===== src/rtl/tamagotchi_pkg.sv =====
// Shared constants and types for the pet's button front end.
package tamagotchi_pkg;

  localparam int ACT_W   = 3;
  localparam int NUM_BTN = 8;

  localparam logic [ACT_W-1:0] ACT_FEED   = 3'd0;
  localparam logic [ACT_W-1:0] ACT_PLAY   = 3'd1;
  localparam logic [ACT_W-1:0] ACT_HEAL   = 3'd2;
  localparam logic [ACT_W-1:0] ACT_CLEAN  = 3'd3;
  localparam logic [ACT_W-1:0] ACT_SLEEP  = 3'd4;
  localparam logic [ACT_W-1:0] ACT_SOCIAL = 3'd5;
  localparam logic [ACT_W-1:0] ACT_RSVD6  = 3'd6;
  localparam logic [ACT_W-1:0] ACT_RSVD7  = 3'd7;

  typedef enum logic [1:0] {
    ST_IDLE,
    ST_OFFER,
    ST_COOLDOWN
  } state_t;

  // Lowest set bit index wins; scanning downward lets the lowest overwrite.
  function automatic logic [ACT_W-1:0] lowest_set(input logic [NUM_BTN-1:0] v);
    logic [ACT_W-1:0] r;
    r = '0;
    for (int i = NUM_BTN - 1; i >= 0; i--)
      if (v[i]) r = ACT_W'(i);
    return r;
  endfunction

endpackage


===== src/rtl/action_input_if.sv =====
// Valid/ready action channel from the button front end to the stats stage.
interface action_input_if;
  import tamagotchi_pkg::*;

  logic             action_valid;
  logic [ACT_W-1:0] action_id;
  logic             action_ready;

  modport master (output action_valid, output action_id, input action_ready);
  modport slave  (input action_valid, input action_id, output action_ready);
endinterface


===== src/rtl/action_input_debounce_bit.sv =====
// One button lane: 2-flop synchroniser, stability counter, rising-edge detect.
module debounce_bit #(
  parameter logic [15:0] DEBOUNCE_CYCLES = 16'd50_000
) (
  input  logic clk,
  input  logic reset,
  input  logic btn,
  output logic level,
  output logic press
);
  localparam int             CW       = $clog2(DEBOUNCE_CYCLES + 1);
  localparam logic [CW-1:0]  CNT_LAST = CW'(DEBOUNCE_CYCLES - 16'd1);

  logic [1:0]    sync_q;
  logic [CW-1:0] cnt;
  logic          level_d;

  // Bring the asynchronous button level into the clock domain.
  always_ff @(posedge clk or posedge reset) begin
    if (reset) sync_q <= '0;
    else       sync_q <= {sync_q[0], btn};
  end

  // Flip the debounced level only after DEBOUNCE_CYCLES consecutive differing samples.
  always_ff @(posedge clk or posedge reset) begin
    if (reset) begin
      cnt   <= '0;
      level <= 1'b0;
    end else if (sync_q[1] == level) begin
      cnt <= '0;
    end else if (cnt == CNT_LAST) begin
      cnt   <= '0;
      level <= ~level;
    end else begin
      cnt <= cnt + 1'b1;
    end
  end

  // Delayed level for press-edge detection.
  always_ff @(posedge clk or posedge reset) begin
    if (reset) level_d <= 1'b0;
    else       level_d <= level;
  end

  assign press = level & ~level_d;
endmodule


===== src/rtl/action_input.sv =====
// Button front end: debounced levels, sticky press latch, one-at-a-time action
// offer with cooldown. Optional auto-repeat enabled by ACTION_AUTOREPEAT_EN.
module action_input
  import tamagotchi_pkg::*;
#(
  parameter logic [15:0] DEBOUNCE_CYCLES = 16'd50_000,
  parameter logic [23:0] COOLDOWN_CYCLES = 24'd10_000_000,
  parameter logic [23:0] REPEAT_CYCLES   = 24'd5_000_000
) (
  input  logic                 clk,
  input  logic                 reset,
  input  logic [NUM_BTN-1:0]   buttons,
  action_input_if.master       act,
  output logic [NUM_BTN-1:0]   held,
  output logic                 busy
);
  logic [NUM_BTN-1:0] press;
  logic [NUM_BTN-1:0] pending;
  logic [NUM_BTN-1:0] rpt_set;
  logic [NUM_BTN-1:0] clr;
  state_t             state, state_nxt;
  logic [ACT_W-1:0]   id_q, id_nxt;
  logic [23:0]        cd_q, cd_nxt;
  logic               accept;

  debounce_bit #(.DEBOUNCE_CYCLES(DEBOUNCE_CYCLES)) u_db [NUM_BTN-1:0] (
    .clk   (clk),
    .reset (reset),
    .btn   (buttons),
    .level (held),
    .press (press)
  );

`ifdef ACTION_AUTOREPEAT_EN
  logic [23:0] rpt_cnt;
  logic        rpt_hit;

  assign rpt_hit = (held != '0) && (press == '0) && (rpt_cnt == REPEAT_CYCLES - 24'd1);
  assign rpt_set = rpt_hit ? held : '0;

  // Shared repeat timer: runs while anything is held, restarts on any new press.
  always_ff @(posedge clk or posedge reset) begin
    if (reset)                              rpt_cnt <= '0;
    else if (held == '0 || press != '0)     rpt_cnt <= '0;
    else if (rpt_hit)                       rpt_cnt <= '0;
    else                                    rpt_cnt <= rpt_cnt + 24'd1;
  end
`else
  assign rpt_set = '0;
`endif

  assign clr = accept ? (NUM_BTN'(1) << id_q) : '0;

  // Sticky press latch; a new press beats a same-cycle acceptance clear.
  always_ff @(posedge clk or posedge reset) begin
    if (reset) pending <= '0;
    else       pending <= (pending & ~clr) | press | rpt_set;
  end

  // FSM state, offered id and cooldown counter.
  always_ff @(posedge clk or posedge reset) begin
    if (reset) begin
      state <= ST_IDLE;
      id_q  <= '0;
      cd_q  <= '0;
    end else begin
      state <= state_nxt;
      id_q  <= id_nxt;
      cd_q  <= cd_nxt;
    end
  end

  // Next-state: pick lowest pending in IDLE, hold the offer until ready, then cool down.
  always_comb begin
    state_nxt = state;
    id_nxt    = id_q;
    cd_nxt    = cd_q;
    accept    = 1'b0;
    case (state)
      ST_IDLE: begin
        if (pending != '0) begin
          id_nxt    = lowest_set(pending);
          state_nxt = ST_OFFER;
        end
      end
      ST_OFFER: begin
        if (act.action_ready) begin
          accept = 1'b1;
          if (COOLDOWN_CYCLES == 24'd0) begin
            state_nxt = ST_IDLE;
          end else begin
            cd_nxt    = COOLDOWN_CYCLES;
            state_nxt = ST_COOLDOWN;
          end
        end
      end
      ST_COOLDOWN: begin
        cd_nxt = cd_q - 24'd1;
        if (cd_q <= 24'd1) state_nxt = ST_IDLE;
      end
      default: state_nxt = ST_IDLE;
    endcase
  end

  assign act.action_valid = (state == ST_OFFER);
  assign act.action_id    = id_q;
  assign busy             = (state != ST_IDLE);
endmodule


===== src/flat_wrapper.sv =====
// flat-port wrapper written by rule: the top's interface ports become plain ports
module action_input_flat import tamagotchi_pkg::*;
#(
  parameter logic [15:0] DEBOUNCE_CYCLES = 16'd50_000,
  parameter logic [23:0] COOLDOWN_CYCLES = 24'd10_000_000,
  parameter logic [23:0] REPEAT_CYCLES   = 24'd5_000_000
)
  (clk, reset, buttons, held, busy, act_action_valid, act_action_id, act_action_ready);
  action_input_if act_i ();
  input  logic clk;
  input  logic reset;
  input  logic [NUM_BTN-1:0] buttons;
  output logic [NUM_BTN-1:0] held;
  output logic busy;
  output wire logic [$bits(act_i.action_valid)-1:0] act_action_valid;
  output wire logic [$bits(act_i.action_id)-1:0] act_action_id;
  input wire logic [$bits(act_i.action_ready)-1:0] act_action_ready;
  assign act_action_valid = act_i.action_valid;
  assign act_action_id = act_i.action_id;
  assign act_i.action_ready = act_action_ready;
  action_input #(.DEBOUNCE_CYCLES(DEBOUNCE_CYCLES), .COOLDOWN_CYCLES(COOLDOWN_CYCLES), .REPEAT_CYCLES(REPEAT_CYCLES)) u_core (.clk(clk), .reset(reset), .buttons(buttons), .act(act_i), .held(held), .busy(busy));
endmodule

===== config.mk =====
export PLATFORM = sky130hd
export DESIGN_NAME = action_input_flat
export DESIGN_NICKNAME = d
export VERILOG_FILES = /design/src/rtl/tamagotchi_pkg.sv /design/src/rtl/action_input_if.sv /design/src/rtl/action_input_debounce_bit.sv /design/src/rtl/action_input.sv /design/src/flat_wrapper.sv
export SDC_FILE = /design/constraint.sdc
export NUM_CORES = 1
export LEC_CHECK = 0
export CAP_MARGIN = 20
export CORE_ASPECT_RATIO = 0.8
export CORE_UTILIZATION = 45
export CTS_CLUSTER_SIZE = 14
export DETAILED_ROUTE_END_ITERATION = 6
export PLACE_DENSITY = 0.59
export SYNTH_ARGS = -nofsm -noshare
export SYNTH_HDL_FRONTEND = slang
export SYNTH_SLANG_ARGS = --single-unit
export TNS_END_PERCENT = 10

===== constraint.sdc =====
create_clock -name clk -period 8.9 [get_ports clk]
set_input_delay 1.78 -clock clk [delete_from_list [all_inputs] [get_ports clk]]
set_output_delay 1.78 -clock clk [all_outputs]
set_load 0.05 [all_outputs]

==> impl_metrics.tcl <==
set metrics [dict create \
    worstSkewPairLatency_ns 0.42 \
    path_clk_slew_ns 0.07 \
    dp_cells 1139 \
    first_global_vias 5629 \
    min_from "u_core.u_db[5].sync_q[0]$_DFF_PP0_" \
    htreeDepth 4 \
    first_pass_iters 4 \
    ys_seq_elements 197 \
    syn_inst 873 \
    antenna_found_initial 0 \
    routed_wl_mm 16.1 \
    diodes 0 \
    clock_skew_ns 0.00898 \
    fill_cells 1831 \
    worstHoldEndpoint "u_core.u_db[5].sync_q[1]$_DFF_PP0_" \
    tightest_slew_ns 0.986 \
    async_reset_ff_share_pct 100 \
    cts_tree "yes" \
    hpwlAfterDp_mm 10.6 \
    maxCapViolCount 0 \
    ys.flop_type "dfrtp_1" \
    timing.final.crit_share_pct 42.1 \
    start_kind "register" \
    drive_above_1_share_pct 5.84 \
    dpl_cell_area_mm2 0.00951 \
    hold_ws_ns 0.349 \
    worstSetupEndpointType "primary output" \
    final_hold_viol_count 0 \
    critPathMaxFanout 9 \
    clock-sinks 197 \
    stdcell_count 1171 \
    area.growth.synth_to_final_pct 10.9 \
    die_h_um 129 \
    slew_headroom_pct 34.3 \
    yosysUniqueCellTypes 56 \
    ctsResizeCount 0 \
    r2r-end "u_core.cd_q[21]$_DFFE_PP0P_" \
    ios 24 \
    outcome "finished clean" \
    grt_start_max_net_pins 142 \
    io_buffers 23 \
    setup_slack_ns 5.15 \
    cts.path.max_buffers 2 \
    syn_area_mm2 0.00907 \
    fin_setup_tns_ns 0 \
    holdBufCountCts 0 \
    rr_startpoint "u_core.state[1]$_DFFE_PP0P_" \
    initial_core_util_pct 45.8 \
    cts_setup_buffers 0 \
    place_ws_ns 5.04 \
    drtAntennaViolNets 0 \
    rows 46 \
    worstHoldPathCells 0 \
    overflow 0 \
    final_nets 915 \
    yosys_warnings 0 \
    startpoint "u_core.state[1]$_DFFE_PP0P_" \
    post_drt_wl_per_cell_um 13.7 \
    r2r_cells 4 \
    cts.root.buffer_cell "clkbuf_16" \
    design_area_mm2 0.0101 \
    die_x_um 161 \
    slew_violations 0 \
    critPathArrivalTime_ns 1.97 \
    power_leakage_uw 0.00403 \
    cellPowerDensity_mw_per_mm2 199 \
    routabilityCongestion 0.786 \
    dieArea_mm2 0.0207 \
    yosysSeqAreaShare_pct 54.4 \
    drc 0 \
    core_mm2 0.0198 \
    synth-edff-count 0 \
    drt-initial-drc-count 418 \
    rsz0062_at_grt "false" \
    crit_type "reg2out" \
    hold_class "reg2reg" \
    synth_fp_nets 894 \
    grt.total_usage_pct 16.5 \
    irDropWorstVdd_mv 0.145 \
    vias 6096 \
    syn_area_per_cell_um2 10.4 \
    max_freq_ghz 0.267 \
    period_needed_ns 3.75 \
    worst-r2r-setup-slack_ns 6.83 \
    path_cells "nor2_1, inv_1, clkdlybuf4s50_1" \
    grt_pass1_wl_mm 27.7 \
    setup_viol 0 \
    slowest_delay_ns 0.70 \
    cts_buffers 17 \
    viasPerCell 5.21 \
    cpMaxStageDelayCell "clkdlybuf4s50_1" \
    cp_data_required_time_ns 7.12 \
]
## synthesized netlist by cell type (all sizes together), types with 11 or more instances
library cell	count	area, um2
nand3	52	265
buf	14	100
dfrtp	197	4930
nor4	35	231
nand4	39	244
nor2	144	541
inv	37	139
nor3	35	180
nand2	42	165
a21oi	12	60.1
xnor2	82	718
nor4bb	11	110
and3	16	100
xor2	33	289
o21ai	22	110
## how the worst max path moves through the flow
stage                                     endpoint  slack [ns]  cells past startpoint
6_report                                      busy        5.15                      3
5_1_grt                                       busy        5.04                      3
4_1_cts                                       busy        5.14                      3
3_5_place_dp           u_core.pending[2]$_DFF_PP0_        5.04                      3
3_3_place_gp           u_core.pending[2]$_DFF_PP0_        5.04                      3
2_1_floorplan  u_core.act.action_id[0]$_DFFE_PP0P_        1.75                      1
## registers in the layout, indices dropped and copies added, names as in the netlist
register / cells
u_core.u_db.cnt: 128
u_core.cd_q: 24
u_core.u_db.sync_q: 16
u_core.pending: 8
u_core.u_db.level: 8
u_core.u_db.level_d: 8
u_core.act.action_id: 3
u_core.state: 2
## through the flow
step | utilization (%) | total power, uW
floorplan | - | 1220
global placement | 48.0 | 1300
detailed placement | 48.0 | 1300
global route | 50.8 | 2100
finish | 50.8 | 2000
CTS | 50.8 | 2030
## routing by layer
metal  track usage [%]  wire [um]  vias up
li1                  -          -     3092
met1              25.4       8760     2935
met2              23.2       6660       63
met3              4.16        567        6
met4              3.83         75        0
met5                 0          0        -
## where the power goes
group	switching (uW)	leakage (uW)	internal, uW
Combinational	168	0.00114	92.0
Sequential	69.8	0.00262	953
Clock	333	0.000266	382
## cell type report
| type | instances | area [um2] | share of cell area, % |
|---|---|---|---|
| Tap cell | 264 | 330 | 3.28 |
| Sequential cell | 197 | 4930 | 49.0 |
| Multi-Input combinational cell | 617 | 3870 | 38.4 |
| Clock inverter | 10 | 73.8 | 0.734 |
| Clock buffer | 22 | 474 | 4.71 |
| Timing Repair Buffer | 24 | 238 | 2.36 |
| Inverter | 37 | 146 | 1.46 |
## cell families (layout without fill, tap and decap cells)
logic type | after synthesis | count (layout) | share of synthesized area (%)
XOR/XNOR | 115 | 115 | 11.1
AND/OR/NAND/NOR | 413 | 413 | 23.6
AO/OA/AOI/OAI | 63 | 63 | 4.60
buffers and inverters | 59 | 93 | 2.98
adder cells (fa/ha/maj) | 10 | 10 | 1.38
flip-flops | 197 | 197 | 54.4
multiplexers | 16 | 16 | 1.92
## cells in the final DEF, fill, tap and decap left out, types with 6 or more instances in the layout
cell type and n:
dfrtp_1 197, nor2_1 144, xnor2_1 82, nand3_1 51, nand2_1 41, nand4_1 39, inv_1 36, nor3_1 34
xor2_1 33, nor4_1 33, clkdlybuf4s50_1 23, o21ai_0 21, clkbuf_16 17, and3_1 16, a21oi_1 12, nor4bb_1 11
ha_1 10, o31ai_1 9, mux2i_1 8, mux2_2 7, nor4b_1 6, and2_1 6
## worst max-delay path, delay by kind of cell, from the launching register on
kind	cells	cell delay [ns]
buffers and inverters	2	0.77
DFF	1	0.45
and+or+nand+nor	1	0.32
Note: power is estimated with default switching activity, not from simulation.
==> RTL change 1, RTL diff (config.mk and constraints unchanged) <==
Change the package constant `NUM_BTN` from 8 to 16.
--- a/src/rtl/tamagotchi_pkg.sv
+++ b/src/rtl/tamagotchi_pkg.sv
@@ -2,7 +2,7 @@
 package tamagotchi_pkg;
 
   localparam int ACT_W   = 3;
-  localparam int NUM_BTN = 8;
+  localparam int NUM_BTN = 16;
 
   localparam logic [ACT_W-1:0] ACT_FEED   = 3'd0;
   localparam logic [ACT_W-1:0] ACT_PLAY   = 3'd1;
Ports: changed (resized buttons and held); port bits go from 24 to 40. No check against the original RTL was run, so the function may have changed too.
==> RTL change 1 against the unedited design <==
Sequential power rose by 77%; sequential cell count increased by 168; clock skew is 0.0093 ns higher; wire length is 83% higher; non-clock buffer count grew 17; combinational power is 34% higher; critical path depth is the same; power rose by 85%; final area grew 83%; area after synthesis is 82% higher; synthesized cell count rose by 84%; setup slack got worse by 0.17 ns; largest cell class unchanged.
==> RTL change 1: results (changes against the unedited design) <==
| Metric | Value |
|---|---|
| Int Power | 2.734 mW (+92%) |
| Avg Synthesized Cell Area | 10.24 um2 (-1.4%) |
| FF-to-FF path depth | 5 (+1) |
| Die width | 215.8 um (+34%) |
| CTS Buf Count | 39 (+22) |
| Detailed Route Iter0 Violations | 663 (+59%) |
| Gp weighted congestion | 0.8013 (+1.9%) |
| Clk_skew | 0.01828 ns (+0.009300 ns) |
| Hold path endpoint | u_core.u_db[4].sync_q[1]$_DFF_PP0_ |
| Post-synth top cells | dfrtp_1 (365), nor2_1 (341), xnor2_1 (137), nand2_1 (113), xor2_1 (103) |
| Worst-Margin Slew | 1.227 ns (+0.2410 ns) |
| Pleak | 7.707 nW (+91%) |
| VDD IR max | 0.1130 mV (-22%) |
| Worst Path Max Fanout | 12 (+3) |
| Skew-Pair Late Insertion Delay | 0.54 ns (+0.12 ns) |
| Status | finished, final reports clean |
| Worst r2r src | u_core.u_db[0].cnt[8]$_DFF_PP0_ |
| PortBufs | 39 (+70%) |
| Vias | 10870 (+78%) |
| Fin nets | 1674 (+83%) |
| Share of cells above drive strength 1 | 6.119% (+0.28 points) |
| Total GRT Usage | 16.50% (about the same) |
| Vias in the first global route | 10410 (+85%) |
| Placed Cells incl. Taps | 2076 (+82%) |
| Clock Path Buffers | 3 (+1) |
| Routed vias/inst | 5.063 (-2.7%) |
| DRT Pass-1 Iters | 5 (+1) |
| Pre-CTS WS | 4.879 ns (-0.1597 ns) |
| Mapped Nets | 1645 (+84%) |
| Fill count | 3258 (+78%) |
| Register area share after synthesis | 55.49% (+1.1 points) |
| Largest net degree at the start of global routing | 185 (+30%) |
| Critical path arrival | 2.14 ns (+0.17 ns) |
| Cell variety after synth | 54 (-3.6%) |
| HPWL after detailed placement | 19.18 mm (+80%) |
| DP Area | 17200 um2 (+81%) |
| Reg2reg end | u_core.u_db[0].cnt[10]$_DFF_PP0_ |
| Period minus WS final | 3.920 ns (+0.1726 ns) |
-- RTL change 1: changes by cell type after synthesis, sizes merged, moves of 14 or more --
cell | unedited run | this run
buf | 14 | 36
dfrtp | 197 | 365
nand2 | 42 | 115
nand4 | 39 | 74
nor2 | 144 | 341
nor3 | 35 | 49
or2 | 2 | 23
xnor2 | 82 | 137
xor2 | 33 | 103
-- RTL change 1: area by class of cell --
type,instances,area share [%]
flip-flops and latches,365,49.61
multi-input cells,1141,37.21
clock buffers,52,5.837
well taps,480,3.262
repair buffers,41,2.338
inverters,49,1.019
clock inverters,19,0.7271
-- RTL change 1: logic make-up (layout without fill, tap and decap cells) --
family                     count (synthesis)  after routing  share of synthesized area (%)
xor gates and xnor gates                 240            240                          12.77
muxes                                     16             16                          1.026
DFF                                      365            365                          55.49
buffers and inverters                    102            161                          2.888
AOI/OAI and AO/OA                         72             72                          2.683
adders and majority gates                 18             18                          1.368
and+or+nand+nor                          795            795                          23.78
-- RTL change 1: routing by layer --
metal	vias up	share of wire, %	global-route usage, %
met5	-	0	0
met4	0	1.9	4.462
met3	40	3.2	2.832
met2	119	42	23.94
met1	5235	53	25.34
li1	5476	-	-
-- RTL change 1: power by group through the flow --
stage	combinational, mW	sequential, mW	clock [mW]
floorplan	0.256	1.84	0
global placement	0.348	1.84	0
detailed placement	0.354	1.84	0
CTS	0.357	1.81	1.59
global route	0.394	1.83	1.65
finish	0.348	1.81	1.53
==> RTL change 2, RTL diff (same settings) <==
Made on the original files. The 3 states of `state_t` get a one-hot encoding in 3 bits.
--- a/src/rtl/tamagotchi_pkg.sv
+++ b/src/rtl/tamagotchi_pkg.sv
@@ -13,10 +13,10 @@
   localparam logic [ACT_W-1:0] ACT_RSVD6  = 3'd6;
   localparam logic [ACT_W-1:0] ACT_RSVD7  = 3'd7;
 
-  typedef enum logic [1:0] {
-    ST_IDLE,
-    ST_OFFER,
-    ST_COOLDOWN
+  typedef enum logic [2:0] {
+    ST_IDLE     = 3'b001,
+    ST_OFFER    = 3'b010,
+    ST_COOLDOWN = 3'b100
   } state_t;
 
   // Lowest set bit index wins; scanning downward lets the lowest overwrite.
Check against the original RTL: same outputs for any inputs over 10 cycles, from zero or initial values and one cycle with reset high; not proved beyond that.
==> RTL change 2 against the unedited design <==
Global-route usage rose by 0.13 points; final area rose by 0.92%; largest cell class unchanged; count of clock-buffer cells in the layout fell by 5; power rose by 4.9%; wire length rose by 1.9%; sequential share of layout area fell by 0.19 points; clock skew rose by 0.00095 ns; setup slack got worse by 0.40 ns; area after synthesis rose by 0.17%; register-to-register slack got worse by 0.18 ns; die area rose by 0.16%; sequential cell count rose by 1.
==> RTL change 2: results (changes against the unedited design) <==
| Metric | Value |
|---|---|
| Cell variety after synth | 45 (-20%) |
| Post-synth top cells | dfrtp_1 (197), nor2_1 (145), xnor2_1 (86), nand3_1 (52), nand2_1 (40) |
| Met2 usage | 24.04% (+0.87 points) |
| Routed length on met2 | 6.957 mm (+4.5%) |
| Vias in the first global route | 5641 (+0.21%) |
| Metal3 WL | 480 um (-15%) |
| Slew HR | 37.31% (+3.0 points) |
| Critical path arrival | 2.36 ns (+0.39 ns) |
| Int Power | 1.490 mW (+4.4%) |
| Period minus WS final | 4.142 ns (+0.3950 ns) |
| HPWL after detailed placement | 10.58 mm (-0.49%) |
| Pleak | 4.035 nW (+0.15%) |
| Mapped Nets | 899 (+0.56%) |
| Vias | 6166 (+1.1%) |
| Met3 Resource Use GR | 3.777% (-0.38 points) |
| Pre-CTS WS | 4.900 ns (-0.1386 ns) |
| Mapped Cells | 878 (+0.57%) |
| Worst Path Max Fanout | 5 (-4) |
| Comb pwr | 266 uW (+2%) |
| Register area share after synthesis | 54.57% (+0.20 points) |
| Total GRT Usage | 16.65% (+0.13 points) |
| M1 wire length | 8.780 mm (+0.23%) |
| PwrDens | 206.4 nW/um2 (+4.0%) |
| Fin nets | 922 (+0.77%) |
| WL final | 16.38 mm (+1.9%) |
| Status | finished, final reports clean |
| Routed wire per std cell | 13.90 um (+1.3%) |
| Clk_skew | 0.009922 ns (+0.0009460 ns) |
| Detailed Route Iter0 Violations | 345 (-17%) |
| Met1 usage | 24.84% (-0.54 points) |
| Clock share of power | 37.1% (+1.3 points) |
| Synth top area cells | dfrtp_1 (54%), xnor2_1 (8.3%), nor2_1 (6.0%), xor2_1 (2.9%), nand3_1 (2.9%) |
[RTL change 2: cell count changes in the layout (fill, tap and decap cells not counted), sizes merged, moves of 4 or more]
cell    change
a21oi       -4
inv         +6
o41ai       +6
xnor2       +4
nand4       -9
o311ai      +4
clkbuf      -5
nor4bb      +4
[RTL change 2: worst register-to-register path: stages, from the launching register on]
cell and delay [ns]:
dfrtp_1 0.43, inv_1 0.09, ha_1 0.18, nor4bb_1 0.47
nand4_1 0.42, o311ai_0 0.41, o41ai_1 0.12
[RTL change 2: path summary, 6_finish.rpt]
check	from	to	slack, ns	cells after the start
min in group asynchronous	reset	u_core.u_db[6].cnt[8]$_DFF_PP0_	1.91	2
worst min-delay path	u_core.u_db[4].sync_q[0]$_DFF_PP0_	u_core.u_db[4].sync_q[1]$_DFF_PP0_	0.35	0
worst max register to register	u_core.cd_q[0]$_DFFE_PP0P_	u_core.cd_q[16]$_DFFE_PP0P_	6.65	6
worst min register to register	u_core.u_db[4].sync_q[0]$_DFF_PP0_	u_core.u_db[4].sync_q[1]$_DFF_PP0_	0.35	0
max in group asynchronous	reset	u_core.cd_q[12]$_DFFE_PP0P_	5.48	3
worst max-delay path	u_core.state[0]$_DFFE_PP1P_	busy	4.76	3
[RTL change 2: logic make-up after synthesis]
kind of cell	count (synthesis)	synth area share, %
compound gates	63	4.726
xor+xnor	116	11.19
fa+ha+maj	10	1.378
buf+inv	59	2.783
flops	198	54.57
mux	16	1.874
simple gates	416	23.48
[RTL change 2: cell type report]
type | instances | area [um2]
clock inverter | 15 | 167.7
timing repair buffer | 26 | 252.7
multi-input combinational | 621 | 3872
tap | 264 | 330.3
clock buffer | 17 | 425.4
sequential | 198 | 4956
fill | 1845 | 9648
inverter | 37 | 146.4
